### config.mk
export PLATFORM = sky130hd
export DESIGN_NAME = bundle_packer
export DESIGN_NICKNAME = d
export VERILOG_FILES = /design/src/rtl/vliw_pkg.sv /design/src/rtl/bundle_slot_alloc.sv /design/src/rtl/bundle_packer.sv
export SDC_FILE = /design/constraint.sdc
export NUM_CORES = 1
export LEC_CHECK = 0
export CAP_MARGIN = 30
export CORE_ASPECT_RATIO = 0.7
export CORE_UTILIZATION = 45
export CTS_CLUSTER_DIAMETER = 50
export DETAILED_ROUTE_END_ITERATION = 6
export GPL_TIMING_DRIVEN = 0
export PLACE_DENSITY = 0.86
export SETUP_SLACK_MARGIN = 0.5
export SYNTH_ARGS = -nofsm -noshare
export SYNTH_HDL_FRONTEND = slang
export SYNTH_HIERARCHICAL = 1
export SYNTH_SLANG_ARGS = --single-unit
### constraint.sdc
create_clock -name clk -period 2.9 [get_ports clk]
set_input_delay 0.29 -clock clk [delete_from_list [all_inputs] [get_ports clk]]
set_output_delay 0.29 -clock clk [all_outputs]
set_load 0.02 [all_outputs]
### src/rtl/vliw_pkg.sv
// ============================================================================
// Module      : vliw_pkg
// Description : Shared VLIW bundle definitions (op classes, slot layout,
//               bundle packing helper) for the packer and the fetch stage.
// Revision    : 1.0 - initial release
// ============================================================================
`default_nettype none

package vliw_pkg;

    typedef enum logic [1:0] {
        OP_IXU  = 2'd0,
        OP_LSU  = 2'd1,
        OP_BR   = 2'd2,
        OP_RSVD = 2'd3
    } op_class_e;

    localparam int SLOT_W       = 32;
    localparam int BUNDLE_W     = 128;
    localparam int BUNDLE_BYTES = 16;

    localparam int IXU1_HI = 127;
    localparam int IXU1_LO = 96;
    localparam int IXU2_HI = 95;
    localparam int IXU2_LO = 64;
    localparam int LSU_HI  = 63;
    localparam int LSU_LO  = 32;
    localparam int BR_HI   = 31;
    localparam int BR_LO   = 0;

    // Staging slot indices (not bit positions; see pack_bundle for layout)
    localparam logic [1:0] C_SLOT_IXU1 = 2'd0;
    localparam logic [1:0] C_SLOT_IXU2 = 2'd1;
    localparam logic [1:0] C_SLOT_LSU  = 2'd2;
    localparam logic [1:0] C_SLOT_BR   = 2'd3;

    typedef logic [3:0][SLOT_W-1:0] slot_array_t;

    function automatic logic [BUNDLE_W-1:0] pack_bundle(input slot_array_t slots);
        logic [BUNDLE_W-1:0] b;
        b[IXU1_HI:IXU1_LO] = slots[C_SLOT_IXU1];
        b[IXU2_HI:IXU2_LO] = slots[C_SLOT_IXU2];
        b[LSU_HI:LSU_LO]   = slots[C_SLOT_LSU];
        b[BR_HI:BR_LO]     = slots[C_SLOT_BR];
        return b;
    endfunction

endpackage

`default_nettype wire

### src/rtl/bundle_slot_alloc.sv
// ============================================================================
// Module      : bundle_slot_alloc
// Description : Combinational slot allocator: target slot, conflict and
//               "bundle full after placement" for one offered op.
// Revision    : 1.0 - initial release
// ============================================================================
`default_nettype none

module bundle_slot_alloc
    import vliw_pkg::*;
(
    input  op_class_e   i_op_class,
    input  logic [1:0]  i_ixu_cnt,
    input  logic        i_lsu_used,
    input  logic        i_br_used,
    output logic [1:0]  o_slot_idx,
    output logic        o_conflict,
    output logic        o_full_after
);

    logic [1:0] w_ixu_after;
    logic       w_lsu_after;
    logic       w_br_after;

    always_comb begin
        o_slot_idx  = C_SLOT_IXU1;
        o_conflict  = 1'b0;
        w_ixu_after = i_ixu_cnt;
        w_lsu_after = i_lsu_used;
        w_br_after  = i_br_used;
        case (i_op_class)
            OP_IXU: begin
                o_slot_idx = (i_ixu_cnt == 2'd0) ? C_SLOT_IXU1 : C_SLOT_IXU2;
                if (i_ixu_cnt == 2'd2) begin
                    o_conflict = 1'b1;
                end else begin
                    w_ixu_after = i_ixu_cnt + 2'd1;
                end
            end
            OP_LSU: begin
                o_slot_idx  = C_SLOT_LSU;
                o_conflict  = i_lsu_used;
                w_lsu_after = 1'b1;
            end
            OP_BR: begin
                o_slot_idx = C_SLOT_BR;
                o_conflict = i_br_used;
                w_br_after = 1'b1;
            end
            default: ;
        endcase
        o_full_after = (w_ixu_after == 2'd2) & w_lsu_after & w_br_after;
    end

endmodule

`default_nettype wire

### src/rtl/bundle_packer.sv
// ============================================================================
// Module      : bundle_packer
// Description : Packs class-tagged 32-bit ops into 128-bit VLIW bundles with
//               byte addresses. Optional skid output register enabled by
//               defining BUNDLE_PACKER_SKID_EN.
// Revision    : 1.0 - initial release
// ============================================================================
`default_nettype none

module bundle_packer
    import vliw_pkg::*;
#(
    parameter logic [SLOT_W-1:0] NOP_WORD  = 32'h0000_0000,
    parameter logic [31:0]       BASE_ADDR = 32'h0000_0000
) (
    input  logic                clk,
    input  logic                rst_n,
    input  logic                op_valid,
    output logic                op_ready,
    input  logic [SLOT_W-1:0]   op_word,
    input  logic [1:0]          op_class,
    input  logic                op_last,
    input  logic                flush,
    output logic                bundle_valid,
    input  logic                bundle_ready,
    output logic [BUNDLE_W-1:0] bundle_data,
    output logic [31:0]         bundle_addr,
    output logic                busy,
    output logic                err_class
);

    localparam logic [0:0]  C_FILL      = 1'b0;
    localparam logic [0:0]  C_EMIT      = 1'b1;
    localparam logic [31:0] C_ADDR_STEP = 32'(BUNDLE_BYTES);
    localparam slot_array_t C_NOP_SLOTS = {4{NOP_WORD}};

    logic [0:0]  r_state;
    slot_array_t r_slots;
    logic [1:0]  r_ixu_cnt;
    logic        r_lsu_used;
    logic        r_br_used;
    logic [31:0] r_addr;
    logic        r_err_class;

    op_class_e   w_class;
    logic [1:0]  w_slot_idx;
    logic        w_alloc_conflict;
    logic        w_full_after;
    logic        w_conflict;
    logic        w_accept;
    logic        w_accept_slot;
    logic        w_stage_busy;
    logic        w_nonempty_nxt;
    logic        w_close;
    slot_array_t w_slots_nxt;
    logic [1:0]  w_ixu_cnt_nxt;
    logic        w_lsu_nxt;
    logic        w_br_nxt;

    assign w_class = op_class_e'(op_class);

    bundle_slot_alloc u_slot_alloc (
        .i_op_class   (w_class),
        .i_ixu_cnt    (r_ixu_cnt),
        .i_lsu_used   (r_lsu_used),
        .i_br_used    (r_br_used),
        .o_slot_idx   (w_slot_idx),
        .o_conflict   (w_alloc_conflict),
        .o_full_after (w_full_after)
    );

    assign w_conflict    = op_valid & w_alloc_conflict & (r_state == C_FILL);
    assign op_ready      = rst_n & (r_state == C_FILL) & ~w_conflict;
    assign w_accept      = op_valid & op_ready;
    assign w_accept_slot = w_accept & (w_class != OP_RSVD);

    always_comb begin
        w_slots_nxt   = r_slots;
        w_ixu_cnt_nxt = r_ixu_cnt;
        w_lsu_nxt     = r_lsu_used;
        w_br_nxt      = r_br_used;
        if (w_accept_slot) begin
            w_slots_nxt[w_slot_idx] = op_word;
            case (w_class)
                OP_IXU:  w_ixu_cnt_nxt = r_ixu_cnt + 2'd1;
                OP_LSU:  w_lsu_nxt     = 1'b1;
                OP_BR:   w_br_nxt      = 1'b1;
                default: ;
            endcase
        end
    end

    assign w_stage_busy   = (r_ixu_cnt != 2'd0) | r_lsu_used | r_br_used;
    assign w_nonempty_nxt = (w_ixu_cnt_nxt != 2'd0) | w_lsu_nxt | w_br_nxt;

    // Every close reason is qualified by post-accept occupancy so an empty
    // bundle (e.g. flush alongside a reserved op) is never produced.
    assign w_close = (r_state == C_FILL) & w_nonempty_nxt &
                     ((w_accept & (op_last | (w_class == OP_BR) | w_full_after)) |
                      w_conflict | flush);

    always_ff @(posedge clk or negedge rst_n) begin
        if (!rst_n) begin
            r_err_class <= 1'b0;
        end else if (w_accept && (w_class == OP_RSVD)) begin
            r_err_class <= 1'b1;
        end
    end

    assign err_class = r_err_class;

`ifdef BUNDLE_PACKER_SKID_EN

    logic                r_out_valid;
    logic [BUNDLE_W-1:0] r_out_data;
    logic [31:0]         r_out_addr;
    logic                w_out_free;

    assign w_out_free = ~r_out_valid | bundle_ready;

    // r_addr is the address the next bundle will take when it enters the output register.
    always_ff @(posedge clk or negedge rst_n) begin
        if (!rst_n) begin
            r_state     <= C_FILL;
            r_slots     <= C_NOP_SLOTS;
            r_ixu_cnt   <= 2'd0;
            r_lsu_used  <= 1'b0;
            r_br_used   <= 1'b0;
            r_addr      <= BASE_ADDR;
            r_out_valid <= 1'b0;
            r_out_data  <= pack_bundle(C_NOP_SLOTS);
            r_out_addr  <= BASE_ADDR;
        end else begin
            if (r_out_valid && bundle_ready) begin
                r_out_valid <= 1'b0;
            end
            if (r_state == C_FILL) begin
                if (w_close && w_out_free) begin
                    r_out_data  <= pack_bundle(w_slots_nxt);
                    r_out_addr  <= r_addr;
                    r_out_valid <= 1'b1;
                    r_addr      <= r_addr + C_ADDR_STEP;
                    r_slots     <= C_NOP_SLOTS;
                    r_ixu_cnt   <= 2'd0;
                    r_lsu_used  <= 1'b0;
                    r_br_used   <= 1'b0;
                end else begin
                    r_slots    <= w_slots_nxt;
                    r_ixu_cnt  <= w_ixu_cnt_nxt;
                    r_lsu_used <= w_lsu_nxt;
                    r_br_used  <= w_br_nxt;
                    if (w_close) begin
                        r_state <= C_EMIT;
                    end
                end
            end else if (w_out_free) begin
                r_out_data  <= pack_bundle(r_slots);
                r_out_addr  <= r_addr;
                r_out_valid <= 1'b1;
                r_addr      <= r_addr + C_ADDR_STEP;
                r_slots     <= C_NOP_SLOTS;
                r_ixu_cnt   <= 2'd0;
                r_lsu_used  <= 1'b0;
                r_br_used   <= 1'b0;
                r_state     <= C_FILL;
            end
        end
    end

    assign bundle_valid = r_out_valid;
    assign bundle_data  = r_out_data;
    assign bundle_addr  = r_out_addr;
    assign busy         = w_stage_busy | r_out_valid;

`else

    logic r_bundle_valid;

    // Staging doubles as the output register; it is frozen while in EMIT.
    always_ff @(posedge clk or negedge rst_n) begin
        if (!rst_n) begin
            r_state        <= C_FILL;
            r_slots        <= C_NOP_SLOTS;
            r_ixu_cnt      <= 2'd0;
            r_lsu_used     <= 1'b0;
            r_br_used      <= 1'b0;
            r_addr         <= BASE_ADDR;
            r_bundle_valid <= 1'b0;
        end else if (r_state == C_FILL) begin
            r_slots    <= w_slots_nxt;
            r_ixu_cnt  <= w_ixu_cnt_nxt;
            r_lsu_used <= w_lsu_nxt;
            r_br_used  <= w_br_nxt;
            if (w_close) begin
                r_state        <= C_EMIT;
                r_bundle_valid <= 1'b1;
            end
        end else if (bundle_ready) begin
            r_slots        <= C_NOP_SLOTS;
            r_ixu_cnt      <= 2'd0;
            r_lsu_used     <= 1'b0;
            r_br_used      <= 1'b0;
            r_addr         <= r_addr + C_ADDR_STEP;
            r_bundle_valid <= 1'b0;
            r_state        <= C_FILL;
        end
    end

    assign bundle_valid = r_bundle_valid;
    assign bundle_data  = pack_bundle(r_slots);
    assign bundle_addr  = r_addr;
    assign busy         = w_stage_busy | r_bundle_valid;

`endif

endmodule

`default_nettype wire

==> key figures <==
Outcome
  – Outcome: finished, violations left
  – Failing checks: hold timing

Final layout
  – Antenna cells: 0
  – # nets final: 867
  – Layout area overhead: 47.3%
  – Fraction of layout cells with a size suffix above 1: ~12%
  – Fill count: 1068

STA
  – Tcrit/Tclk final: 80.0%
  – Worst-Margin Slew: 0.658 ns
  – Clk_skew: 0.0113 ns
  – Fin. Hold Viols: 58
  – Setup violators final: 0
  – Top achievable clock speed: 0.431 GHz
  – Slew Limit Fails: 0
  – Minimum clock period: 2.32 ns
  – Hold Worst Slack: -0.211 ns
  – Slew Limit Headroom: approximately 56%
  – RSZ-0062 raised after global routing: yes

Setup path
  – Slowest CP cell: dfrtp_2
  – Crit. End Element: register
  – Crit Path Max Fanout: 8
  – Critical Path RT: 3.21 ns
  – Critical path type: reg2reg
  – Cells along the critical path: ha_2 -> a222oi_1 -> nor2_1 -> nand4bb_1 -> buf_6 -> nor3b_4 -> nor2_4 -> clkbuf_16 -> a22o_1
  – CP peak stage delay: between 0.4 and 0.5 ns
  – Startpoint types: register
  – WP data arrival: 2.63 ns

CTS
  – Max H-tree Level: 4
  – Worst-path clk slew: 0.07 ns
  – Root Buffer: clkbuf_16
  – Max clock buf depth: 2
  – Clock Sinks: 163
  – Total CTS buffers: 17
  – CTS tree: done
  – Skew-Pair Late Insertion Delay: approximately 0.42 ns

Synthesis
  – YS warnings: 6
  – Syn Std Cell Area: 0.00671 mm^2
  – Syn avg cell area: between 10 and 15 um^2
  – Most numerous cell in the Yosys netlist: dfrtp_1
  – Top area cells in the synthesized netlist: dfrtp_1 61%, a22o_1 11%, o21ai_0 3.6%, nand2_1 3.3%, xnor2_1 3.3%
  – Post-synthesis cell count: 579
  – Netlist cell types: 46
  – FF+latch count, synth: 163
  – Synth top cells by count: 163 x dfrtp_1, 86 x a22o_1, 59 x nand2_1
  – Seq/Total Area, Yosys: 60.8%
  – Async set or reset register ratio after synthesis: 100%
  – Ys flop type: dfrtp_1
  – Share of the synthesized area in the top cell type: around 61%
  – Top cell type by total area after synthesis: dfrtp_1
  – Post-synth EDFFs: 0

GRT
  – Wire length of the first global-routing pass: between 20000 and 30000 um
  – GRT overflow: 0
  – Number of global-route vias before repair: 5301
  – Largest net degree at the start of global routing: between 100 and 150
  – Initial antenna violation count: 0
  – All-layer global routing usage: between 20% and 30%

Die
  – Site row count: 36
  – Core ar.: 0.0142 mm^2
  – Die height: 104 um
  – Die ar.: roughly 0.015 mm^2
  – Die Wd: 148 um
  – Initial Util: 47.2%
  – # IOs: between 200 and 250

Power and ir drop
  – Maximum VDD drop: 473 uV
  – Tot Pwr: about 8300 uW
  – Power Dens Cells: 842 mW/mm^2
  – Cell leakage power: between 0.004 and 0.005 uW

Route
  – Post-route ant nets: 0
  – Routed len/inst: 18.6 um
  – Final WL: 19000 um
  – Pre-Repair DR Iteration Count: 5
  – DRC: 0
  – Vias: 5563
  – Iter 0 DRT Violations: 489
  – Via density: 5.45

Placement
  – Detailed placement HPWL: 13300 um
  – Buffers on Ports: 199
  – GP Congestion: roughly 0.82

Worst hold path
  – HP Class: in2async

Job
  – MaxCap Viol Count: 0
==> logic make-up (layout without fill, tap and decap cells) <==
| kind of cell | Yosys count | in the layout | synth area share (%) |
|---|---|---|---|
| other cells | 1 | 4 | 0.0559 |
| simple gates | 171 | 171 | 13.6 |
| buf+inv | 58 | 307 | 3.84 |
| xor+xnor | 28 | 28 | 3.65 |
| mux | 1 | 1 | 0.149 |
| compound gates | 148 | 148 | 16.3 |
| fa+ha+maj | 9 | 9 | 1.68 |
| flops | 163 | 163 | 60.8 |
==> layout by cell type, fill, tap and decap left out, drive strengths merged, types with 3 or more instances in the layout <==
master | netlist | final
xnor2 | 25 | 25
and3 | 4 | 4
o22ai | 3 | 3
conb | 1 | 4
nand3 | 34 | 34
clkdlybuf4s50 | 0 | 194
and2 | 4 | 4
clkinv | 0 | 6
nand2 | 59 | 59
nor2 | 10 | 10
xor2 | 3 | 3
ha | 9 | 9
o21ai | 50 | 50
dfrtp | 163 | 163
and4 | 4 | 4
clkbuf | 12 | 32
nor2b | 22 | 22
nor3 | 7 | 7
nand4 | 14 | 14
inv | 20 | 25
a21oi | 3 | 3
a22o | 87 | 87
buf | 26 | 47
==> path summary, 6_finish.rpt <==
path | from | to | slack [ns] | depth (start not counted)
max in group asynchronous | rst_n | bundle_data[97]$_DFFE_PN0P_ | 2.21 | 2
hold / removal | rst_n | bundle_addr[15]$_DFFE_PN0P_ | -0.21 | 1
hold reg to reg | bundle_data[64]$_DFFE_PN0P_ | bundle_data[64]$_DFFE_PN0P_ | 0.50 | 1
min in group clk | op_class[0] | r_lsu_used$_DFFE_PN0P_ | 0.37 | 3
setup reg to reg | r_ixu_cnt[1]$_DFFE_PN0P_ | bundle_data[47]$_DFFE_PN0P_ | 0.58 | 9
setup / recovery | r_ixu_cnt[1]$_DFFE_PN0P_ | bundle_data[47]$_DFFE_PN0P_ | 0.58 | 9
==> state kept, by name (all words and copies together), names as in the netlist <==
name,count
r_state,1
bundle_addr,28
bundle_valid,1
r_lsu_used,1
bundle_data,128
err_class,1
r_br_used,1
r_ixu_cnt,2
==> metal layers <==
metal / vias up / routed length, um / track usage (%)
li1: 2542 / - / -
met1: 2773 / 9160 / 37.8
met2: 243 / 8470 / 36.3
met3: 5 / 1340 / 5.75
met4: 0 / 60 / 5.01
met5: - / 0 / 0
==> cell type report <==
cell class	count	area (um^2)	share of cell area [%]
Inverter	20	75.1	0.759
Buffer	38	292	2.95
Tap cell	190	238	2.41
Clock inverter	13	144	1.46
Sequential cell	163	4080	41.3
Timing Repair Buffer	217	2160	21.8
Multi-Input combinational cell	361	2440	24.7
Clock buffer	19	453	4.58
==> stage by stage <==
stage                     cells  setup WS, ns  TNS [ns]  utilization [%]  cell area [um^2]
after floorplan             582         0.660         0                -              6720
after global placement      971         -5.49  -1531.29             62.9              8950
after detailed placement    972        -0.720    -60.63             63.1              8990
after CTS                  1011         0.451         0             67.9              9670
after global routing       1021         0.461         0             69.4              9880
final                      1021         0.580         0             69.4              9880
==> worst max-delay path: cells and delay by family, from the launching register on <==
kind            cells  cell delay [ns]
flops               1             0.43
buf+inv             2             0.35
compound gates      2             0.49
simple gates        4             0.79
fa+ha+maj           1             0.17
==> report_power, final <==
part,internal (uW),switching [uW],total [uW]
clock,1260,974,2230
sequential,2740,346,3090
combinational,1390,1610,3000
==> repair_timing <==
action	in CTS	in global routing
setup endpoints to repair	134	129
endpoints found under the hold margin	58	58
buffers inserted	7	7
cloned	0	3
pin swaps	5	11
gates resized for setup	22	69
No activity file was read; power rests on OpenSTA's default activity.
